**src/rtl/peaks_pkg.sv**
```systemverilog
// Shared widths, result record and sequencer state encoding for the peak
// detector front-end.
package peaks_pkg;

    localparam int PEAKS      = 6;
    localparam int FREQ_WIDTH = 9;
    localparam int AMPL_WIDTH = 24;
    localparam int TIME_WIDTH = 16;

    localparam int AMPS_W  = PEAKS * AMPL_WIDTH;
    localparam int FREQS_W = PEAKS * FREQ_WIDTH;

    // 'time' is a keyword, so the time-tag field is called frame_time
    typedef struct packed {
        logic [AMPS_W-1:0]     amps;
        logic [FREQS_W-1:0]    freqs;
        logic [TIME_WIDTH-1:0] frame_time;
    } peak_result_t;

    typedef enum logic [1:0] {
        IDLE      = 2'd0,
        STROBE_HI = 2'd1,
        SETTLE    = 2'd2,
        CAPTURE   = 2'd3
    } seq_state_t;

endpackage

```
**src/rtl/peak_result_fifo.sv**
```systemverilog
// First-word fall-through result buffer. A push into a full buffer only
// succeeds when a pop happens in the same cycle (pop frees the slot first).
module peak_result_fifo
    import peaks_pkg::*;
#(
    parameter int DEPTH = 4
) (
    input  logic         clk,
    input  logic         reset,
    input  logic         clear,
    input  logic         push,
    input  logic         pop,
    input  peak_result_t din,
    output peak_result_t dout,
    output logic         full,
    output logic         empty
);

    localparam int PW = (DEPTH > 1) ? $clog2(DEPTH) : 1;
    localparam int CW = $clog2(DEPTH + 1);

    peak_result_t          mem [DEPTH];
    logic [PW-1:0]         wr_ptr;
    logic [PW-1:0]         rd_ptr;
    logic [CW-1:0]         count;
    logic                  do_push;
    logic                  do_pop;

    assign empty   = (count == '0);
    assign full    = (count == CW'(DEPTH));
    assign do_pop  = pop && !empty;
    assign do_push = push && (!full || do_pop);
    assign dout    = mem[rd_ptr];

    // pointer and occupancy tracking; pointers wrap naturally at DEPTH
    always_ff @(posedge clk) begin
        if (!reset || clear) begin
            wr_ptr <= '0;
            rd_ptr <= '0;
            count  <= '0;
        end else begin
            if (do_push) wr_ptr <= wr_ptr + 1'b1;
            if (do_pop)  rd_ptr <= rd_ptr + 1'b1;
            case ({do_push, do_pop})
                2'b10:   count <= count + 1'b1;
                2'b01:   count <= count - 1'b1;
                default: count <= count;
            endcase
        end
    end

    // storage array, no reset needed since empty gates validity
    always_ff @(posedge clk) begin
        if (do_push) mem[wr_ptr] <= din;
    end

endmodule

```
**src/rtl/peaks_sequencer.sv**
```systemverilog
// Frame sequencer for the peak detector: clean strobe with guaranteed low
// gap, settle wait, capture, priming discard and drop-on-full buffering.
//
// state     | meaning
// ----------+--------------------------------------------------------
// IDLE      | waiting for an FFT frame, fft_ready high
// STROBE_HI | detector valid_in held high for STROBE_HIGH cycles
// SETTLE    | valid_in low for SETTLE cycles while detector settles
// CAPTURE   | one cycle: sample detector outputs, push or discard
//
// The SETTLE parameter hides the imported enum literal of the same name,
// so the state is referenced as peaks_pkg::SETTLE inside this module.
module peaks_sequencer
    import peaks_pkg::*;
#(
    parameter int STROBE_HIGH = 2,
    parameter int SETTLE      = 3,
    parameter int FIFO_DEPTH  = 4
) (
    input  logic                  CLOCK_50,
    input  logic                  reset,
    input  logic                  flush,
    input  logic                  fft_valid,
    output logic                  fft_ready,
    output logic                  busy,
    output logic                  pk_strobe,
    output logic                  pk_reset,
    input  logic [AMPS_W-1:0]     pk_amps,
    input  logic [FREQS_W-1:0]    pk_freqs,
    input  logic [TIME_WIDTH-1:0] pk_counter,
    output logic                  out_valid,
    input  logic                  out_ready,
    output logic [AMPS_W-1:0]     out_amps,
    output logic [FREQS_W-1:0]    out_freqs,
    output logic [TIME_WIDTH-1:0] out_time,
    output logic [15:0]           frames_dropped
);

    localparam int TMR_MAX = (STROBE_HIGH > SETTLE) ? STROBE_HIGH : SETTLE;
    localparam int TMR_W   = $clog2(TMR_MAX + 1);
    localparam logic [TMR_W-1:0] STROBE_LOAD = TMR_W'(STROBE_HIGH - 1);
    localparam logic [TMR_W-1:0] SETTLE_LOAD = TMR_W'(SETTLE - 1);

    seq_state_t       state;
    seq_state_t       state_nxt;
    logic [TMR_W-1:0] tmr;
    logic [TMR_W-1:0] tmr_nxt;
    logic             accept;
    logic             capture;
    logic [1:0]       prime_cnt;
    logic             primed;
    logic             push;
    logic             pop;
    logic             fifo_full;
    logic             fifo_empty;
    peak_result_t     result_in;
    peak_result_t     head;

    // detector restart cycle also blocks new frames
    assign fft_ready = reset && !flush && !pk_reset && (state == IDLE);
    assign accept    = fft_valid && fft_ready;
    assign busy      = reset && (state != IDLE);

    // two results of pipeline priming are thrown away after each restart
    assign primed = (prime_cnt >= 2'd2);
    assign push   = capture && primed;
    assign pop    = out_valid && out_ready;

    // time tag refers to the centre frame of the 3-frame window
    assign result_in.amps       = pk_amps;
    assign result_in.freqs      = pk_freqs;
    assign result_in.frame_time = pk_counter - TIME_WIDTH'(2);

    assign out_valid = reset && !fifo_empty;
    assign out_amps  = reset ? head.amps       : '0;
    assign out_freqs = reset ? head.freqs      : '0;
    assign out_time  = reset ? head.frame_time : '0;

    // next-state and strobe timing; flush overrides everything
    always_comb begin
        state_nxt = state;
        tmr_nxt   = tmr;
        capture   = 1'b0;
        if (flush) begin
            state_nxt = IDLE;
            tmr_nxt   = '0;
        end else begin
            case (state)
                IDLE: begin
                    if (accept) begin
                        state_nxt = STROBE_HI;
                        tmr_nxt   = STROBE_LOAD;
                    end
                end
                STROBE_HI: begin
                    if (tmr == '0) begin
                        state_nxt = peaks_pkg::SETTLE;
                        tmr_nxt   = SETTLE_LOAD;
                    end else begin
                        tmr_nxt = tmr - 1'b1;
                    end
                end
                peaks_pkg::SETTLE: begin
                    if (tmr == '0) state_nxt = CAPTURE;
                    else           tmr_nxt   = tmr - 1'b1;
                end
                CAPTURE: begin
                    capture   = 1'b1;
                    state_nxt = IDLE;
                end
                default: state_nxt = IDLE;
            endcase
        end
    end

    // state register plus glitch-free registered detector strobe/reset
    always_ff @(posedge CLOCK_50) begin
        if (!reset) begin
            state     <= IDLE;
            tmr       <= '0;
            pk_strobe <= 1'b0;
            pk_reset  <= 1'b1;
        end else begin
            state     <= state_nxt;
            tmr       <= tmr_nxt;
            pk_strobe <= (state_nxt == STROBE_HI);
            pk_reset  <= flush;
        end
    end

    // priming counter, cleared whenever the detector restarts
    always_ff @(posedge CLOCK_50) begin
        if (!reset || flush) begin
            prime_cnt <= '0;
        end else if (capture && !primed) begin
            prime_cnt <= prime_cnt + 1'b1;
        end
    end

    // saturating lost-result counter, survives flush
    always_ff @(posedge CLOCK_50) begin
        if (!reset) begin
            frames_dropped <= '0;
        end else if (push && fifo_full && !pop && (frames_dropped != 16'hFFFF)) begin
            frames_dropped <= frames_dropped + 16'd1;
        end
    end

    peak_result_fifo #(
        .DEPTH (FIFO_DEPTH)
    ) u_fifo (
        .clk   (CLOCK_50),
        .reset (reset),
        .clear (flush),
        .push  (push),
        .pop   (pop),
        .din   (result_in),
        .dout  (head),
        .full  (fifo_full),
        .empty (fifo_empty)
    );

endmodule

```
**config.mk**
```make
export PLATFORM = sky130hd
export DESIGN_NAME = peaks_sequencer
export DESIGN_NICKNAME = d
export VERILOG_FILES = /design/src/rtl/peaks_pkg.sv /design/src/rtl/peak_result_fifo.sv /design/src/rtl/peaks_sequencer.sv
export SDC_FILE = /design/constraint.sdc
export NUM_CORES = 1
export LEC_CHECK = 0
export CORE_MARGIN = 8
export CORE_UTILIZATION = 37
export DETAILED_ROUTE_END_ITERATION = 16
export DONT_BUFFER_PORTS = 1
export SLEW_MARGIN = 15
export SYNTH_ARGS = -nofsm -noshare
export SYNTH_HDL_FRONTEND = slang
export SYNTH_SLANG_ARGS = --single-unit
```
**constraint.sdc**
```tcl
create_clock -name CLOCK_50 -period 10 [get_ports CLOCK_50]
set_clock_uncertainty 0.1 [all_clocks]
set_input_delay 3 -clock CLOCK_50 [delete_from_list [all_inputs] [get_ports CLOCK_50]]
set_output_delay 3 -clock CLOCK_50 [all_outputs]
set_load 0.01 [all_outputs]
```
== Word-level counts from Yosys, hierarchy flattened ==
Memory sizes are Yosys's and may differ from the RTL's. A register that Yosys moved wholly into a read port is not among the register bits.
Index checks and enable logic that the tools add are counted.

* Logic and storage cells: 80
* Bits in registers: 31
* Output and inout bits: 235
* Memory bits (writable): 856
* Memories: 1

* Bitwise operators: 1
* Reduce and logical (&&, ||, !) cells: 31
* Eq/ne operators: 10
* Magnitude comparators: 1
* $add $sub $neg: 8
* Multiplexer cells: 19

{| class="wikitable"
|+ Memories
! name !! words !! width !! read ports !! clocked after memory_dff !! wr ports !! line !! text
|-
| u_fifo.mem || 4 || 214 || 1 || 1 || 1 || peak_result_fifo.sv:22 || <nowiki>peak_result_t mem [DEPTH];</nowiki>
|}

{| class="wikitable"
|+ Operators with widths
! operator !! number
|-
| $mux 144 || 1
|-
| $mux 54 || 1
|-
| $mux 2 || 9
|-
| $add 16x1->16 const B || 1
|-
| $mux 16 || 1
|-
| $ne 16x16->1 const B || 1
|-
| $sub 16x2->16 const B || 1
|-
| $logic_and 1x1->1 || 14
|-
| $pmux 2 s4 || 1
|-
| $logic_not 1->1 || 7
|-
| $add 2x1->2 const B || 3
|-
| $eq 2x1->1 const B || 3
|-
| $eq 2x2->1 const B || 3
|-
| $pmux 2 s3 || 1
|-
| $pmux 3 s2 || 1
|-
| $logic_not 2->1 || 2
|-
| $mux 1 || 4
|-
| $ne 2x2->1 const B || 2
|-
| $reduce_bool 2->1 || 2
|-
| $add 3x1->3 const B || 1
|-
| $eq 3x3->1 const B || 1
|-
| $logic_not 3->1 || 1
|-
| $reduce_and 3->1 || 1
|-
| $reduce_bool 3->1 || 1
|-
| other kinds (6) || 7
|}

== Longest topological paths before layout ==
* Word-level depth: 9
* Gate-level depth with buffers: 11

== By module ==
Synthesis repeated with hierarchy kept, for this count alone.

* Cells, all modules: 1623
* Area, all modules: 34496.8 um^2

{| class="wikitable"
|+ By module, submodules not included
! module !! cells each !! instances !! area each (um^2) !! seq. area each (um^2)
|-
| peak_result_fifo || 1182 || 1 || 31430.1 || 25884.8
|-
| peaks_sequencer || 441 || 1 || 3066.7 || 480.5
|}

== Worst setup path after synthesis ==
OpenSTA, ideal clock, no wires.

* Kind: input-to-reg
* Start: input port flush
* End: memory u_fifo.mem[1][0] in the netlist's numbering, enable pin
* Arrival time: 8.630 ns
* Path slack: 0.669 ns
* Data required time: 9.299 ns
* Stages on the path: 3
* Cells stage by stage: nand2b_1 > a211oi_1 > and2_1

* Word-level cells in the longest chain between the ends: 5

{| class="wikitable"
|+ Ends and longest elaborated chain
! item !! line !! text
|-
| start: declaration || peaks_sequencer.sv:22 || <nowiki>input logic flush,</nowiki>
|-
| $mux 1 || peaks_sequencer.sv:84 || <nowiki>if (flush) begin</nowiki>
|-
| $logic_and 1x1->1 || peaks_sequencer.sv:66 || <nowiki>assign push = capture && primed;</nowiki>
|-
| $logic_and 1x1->1 || peak_result_fifo.sv:32 || <nowiki>assign do_push = push && (!full || do_pop);</nowiki>
|-
| $mux 1 || peak_result_fifo.sv:54 || <nowiki>if (do_push) mem[wr_ptr] <= din;</nowiki>
|-
| $mux 1 (implied by the code) || peak_result_fifo.sv:54 ||
|-
| end: declaration || peak_result_fifo.sv:22 ||
|}

No other way between the ends.

== Worst setup path in the final report ==
* Start: input port flush
* End: output port fft_ready

* Word-level cells in the longest chain between the ends: 4

{| class="wikitable"
|+ Ends and longest elaborated chain
! item !! line !! text
|-
| $logic_not 1->1 || peaks_sequencer.sv:60 || <nowiki>assign fft_ready = reset && !flush && !pk_reset && (state == IDLE);</nowiki>
|-
| $logic_and 1x1->1 (3 in a row) || peaks_sequencer.sv:60 ||
|-
| end: declaration || peaks_sequencer.sv:24 || <nowiki>output logic fft_ready,</nowiki>
|}

No other way between the ends.

==> metrics.txt <==
CTS tree yes; Avg WL per Cell 25.30 um; Max Cap Viol 0; number of synthesis warnings 0; initial antenna violation count 3; Via density 5.203; largest net degree at the start of global routing 238; Total Routing Usage GR 0.1392; Num Clock Sinks 889; Final #Nets 1,866; Avg Cell Area, Syn 21.40 um^2; cts bufs inserted between 90 and 100; # hold bufs at CTS 0; worst-margin pin slew 1112 ps; kind of critical path in -> out; Slew HR 0.2588; Area Growth Syn to Fin 13.39%; share of layout cells above drive strength 1 0.2208; status completed; reg-to-reg endpoint u_fifo.mem[1][79]; Post-Route M1 WL around 28,000 um; number of global-route vias before repair 15,990; Int Pwr around 6.2 mW; Yosys top cell by area edfxtp_1; RSZ-0062 raised after global routing no; Clk pwr share 0.462; DP HPWL 43,980 um; Setup Total Neg Slack 0 ps; number of remaining DRC errors 0; Primary FF master, synth edfxtp_1; register share of total power 0.532; Final Core Density 0.4233; worst reg2reg startpoint state[1]; number of synthesized register bits 889; fin. max-slew vios 0; vias 15,100; worst skew pair latency between 600 and 700 ps; sequential fraction of the synthesis area 0.7704; Hold Slack 386.2 ps; post-synth top area share 0.7511; PD cells 197.7 mW/mm^2; HP Class reg -> reg; CP max FO 15; die height 320.1 um; setup violators final 0; Initial Utilization 0.3733; DRT Wirelength between 70,000 and 80,000 um; H-tree levels 3; logic gate share of total power 0.006; Syn Inst Count roughly 1,600; switching share of power 0.1864; antenna-violating nets left 0; CP Capture Type primary output; endpoints failing hold 0; max incr delay on CP 510 ps; worst path bufs/invs 0; TritonRoute pass-1 iters 5; Worst-path clk slew 60 ps; Tcrit/Tclk final 0.6996; post-synthesis cell area 0.03422 mm^2; Top Ports 454; worst endpoint required time 6900 ps; syn_nets 1,834; RD Place Congestion 0.7330; WHS Endpoint prime_cnt[0]; maximum clock path buffer count 3; crit start category input pin; hold path start prime_cnt[0]; CORE AREA about 0.092 mm^2; Initial DRC Count 1,024; cts repair resizes 0; CP top delay family simple AND/OR/NAND/NOR gates; crit path time final 6996 ps; Switch Pwr about 1.4 mW; DIE AREA ~0.1 mm^2; asr flop ratio synth 0; Worst R2R Setup Slack 6110 ps; largest cells by area after synthesis edfxtp_1 75%, mux4_2 14%, and2_1 4.0%, dfxtp_1 1.9%, ha_1 0.55%; Max VDD drop 197.2 uV; Slowest-stage cell, CP nor3b_1; Netlist cell types 45; CTS root buf clkbuf_16; WL met3 5796 um; global route overflow 0; EDFF count, synth 856; fmax around 140 MHz; # rows 111; Arrival @ worst endpoint 3900 ps; PnR Total Power 7.671 mW; postcts setup bufs 0; LEAKAGE around 12 nW; crit-path cells nand2b_1 > nor3b_1; worst hold stages 2; DR top layer met4; Worst Reg-to-Reg Cells 5; met2 wire length approximately 38,000 um; wire length of the first global-routing pass approximately 110,000 um; IO Port Bufs 0; Die X between 300 and 400 um
[cell usage after synthesis (all sizes together) (10+ instances only)]
cell	count
edfxtp	856
buf	30
mux4	214
clkbuf	48
a21oi	11
dfxtp	33
ha	15
nand2	17
inv	19
nand2b	12
mux2i	10
nor2	21
and2	219
xor2	11
[state kept, by name, summed over array words and instances, names as in the netlist, named ones only]
register,cells
frames_dropped,16
tmr,2
u_fifo.count,3
pk_strobe,1
pk_reset,1
u_fifo.wr_ptr,2
state,2
u_fifo.mem,856
prime_cnt,2
u_fifo.rd_ptr,2
[power by group through the flow]
| stage | Sequential (mW) | Clock [mW] | Combinational, mW |
|---|---|---|---|
| 6_report | 4.08 | 3.54 | 0.0462 |
| 5_1_grt | 4.08 | 3.77 | 0.0499 |
| 4_1_cts | 4.08 | 3.65 | 0.0477 |
| 3_5_place_dp | 4.16 | 0 | 0.0475 |
| 3_3_place_gp | 4.16 | 0 | 0.0466 |
| 2_1_floorplan | 4.16 | 0 | 0.0463 |
[how the worst max path moves through the flow]
| stage | startpoint | endpoint | slack, ps | depth (start not counted) |
|---|---|---|---|---|
| floorplan | flush | u_fifo.mem[1][0] | 670 | 3 |
| global placement | flush | fft_ready | 3030 | 2 |
| detailed placement | flush | fft_ready | 3010 | 2 |
| CTS | flush | fft_ready | 3010 | 2 |
| global route | flush | fft_ready | 2920 | 2 |
| finish | flush | fft_ready | 3000 | 2 |
[layer usage]
layer  global-route usage  vias to the layer above
li1                     -                     6561
met1               0.1615                     7994
met2               0.2425                      432
met3              0.05151                      111
met4              0.03778                        0
met5                    0                        -
[final cells by class]
type                    instances  area, um^2
clock inverters                51       579.3
well taps                    1186        1484
flip-flops and latches        889       26370
clock buffers                 127        2613
fillers                      7877       52860
repair buffers                 13       185.2
inverters                      19       71.32
diodes                          4       10.01
multi-input cells             613        7488
[kinds of logic after synthesis]
| family | synth area share |
|---|---|
| simple gates | 0.05733 |
| flops | 0.7704 |
| xor+xnor | 0.004570 |
| mux | 0.1438 |
| compound gates | 0.006362 |
| buf+inv | 0.01148 |
| fa+ha+maj | 0.006069 |
[layout by cell type, fill, tap and decap left out, drive strengths merged, types with 7 or more instances in the layout]
cell type,instances
nand2b,12
clkinv,31
inv,23
clkbuf,127
a21oi,11
nand2,17
bufinv,12
nor4,7
mux4,214
ha,15
edfxtp,856
mux2i,10
nand3,8
buf,13
dfxtp,33
and2,219
nor3,9
nor2,21
xor2,11
[through the flow]
step                worst slack (ps)  cells  cell area, um^2
global route                    2923   2898            38790
detailed placement              3014   2720            35590
finish                          3004   2902            38800
floorplan                      669.4   1599            34220
global placement                3025   2720            35590
CTS                             3008   2898            38780
(Power assumes the default switching activity.)
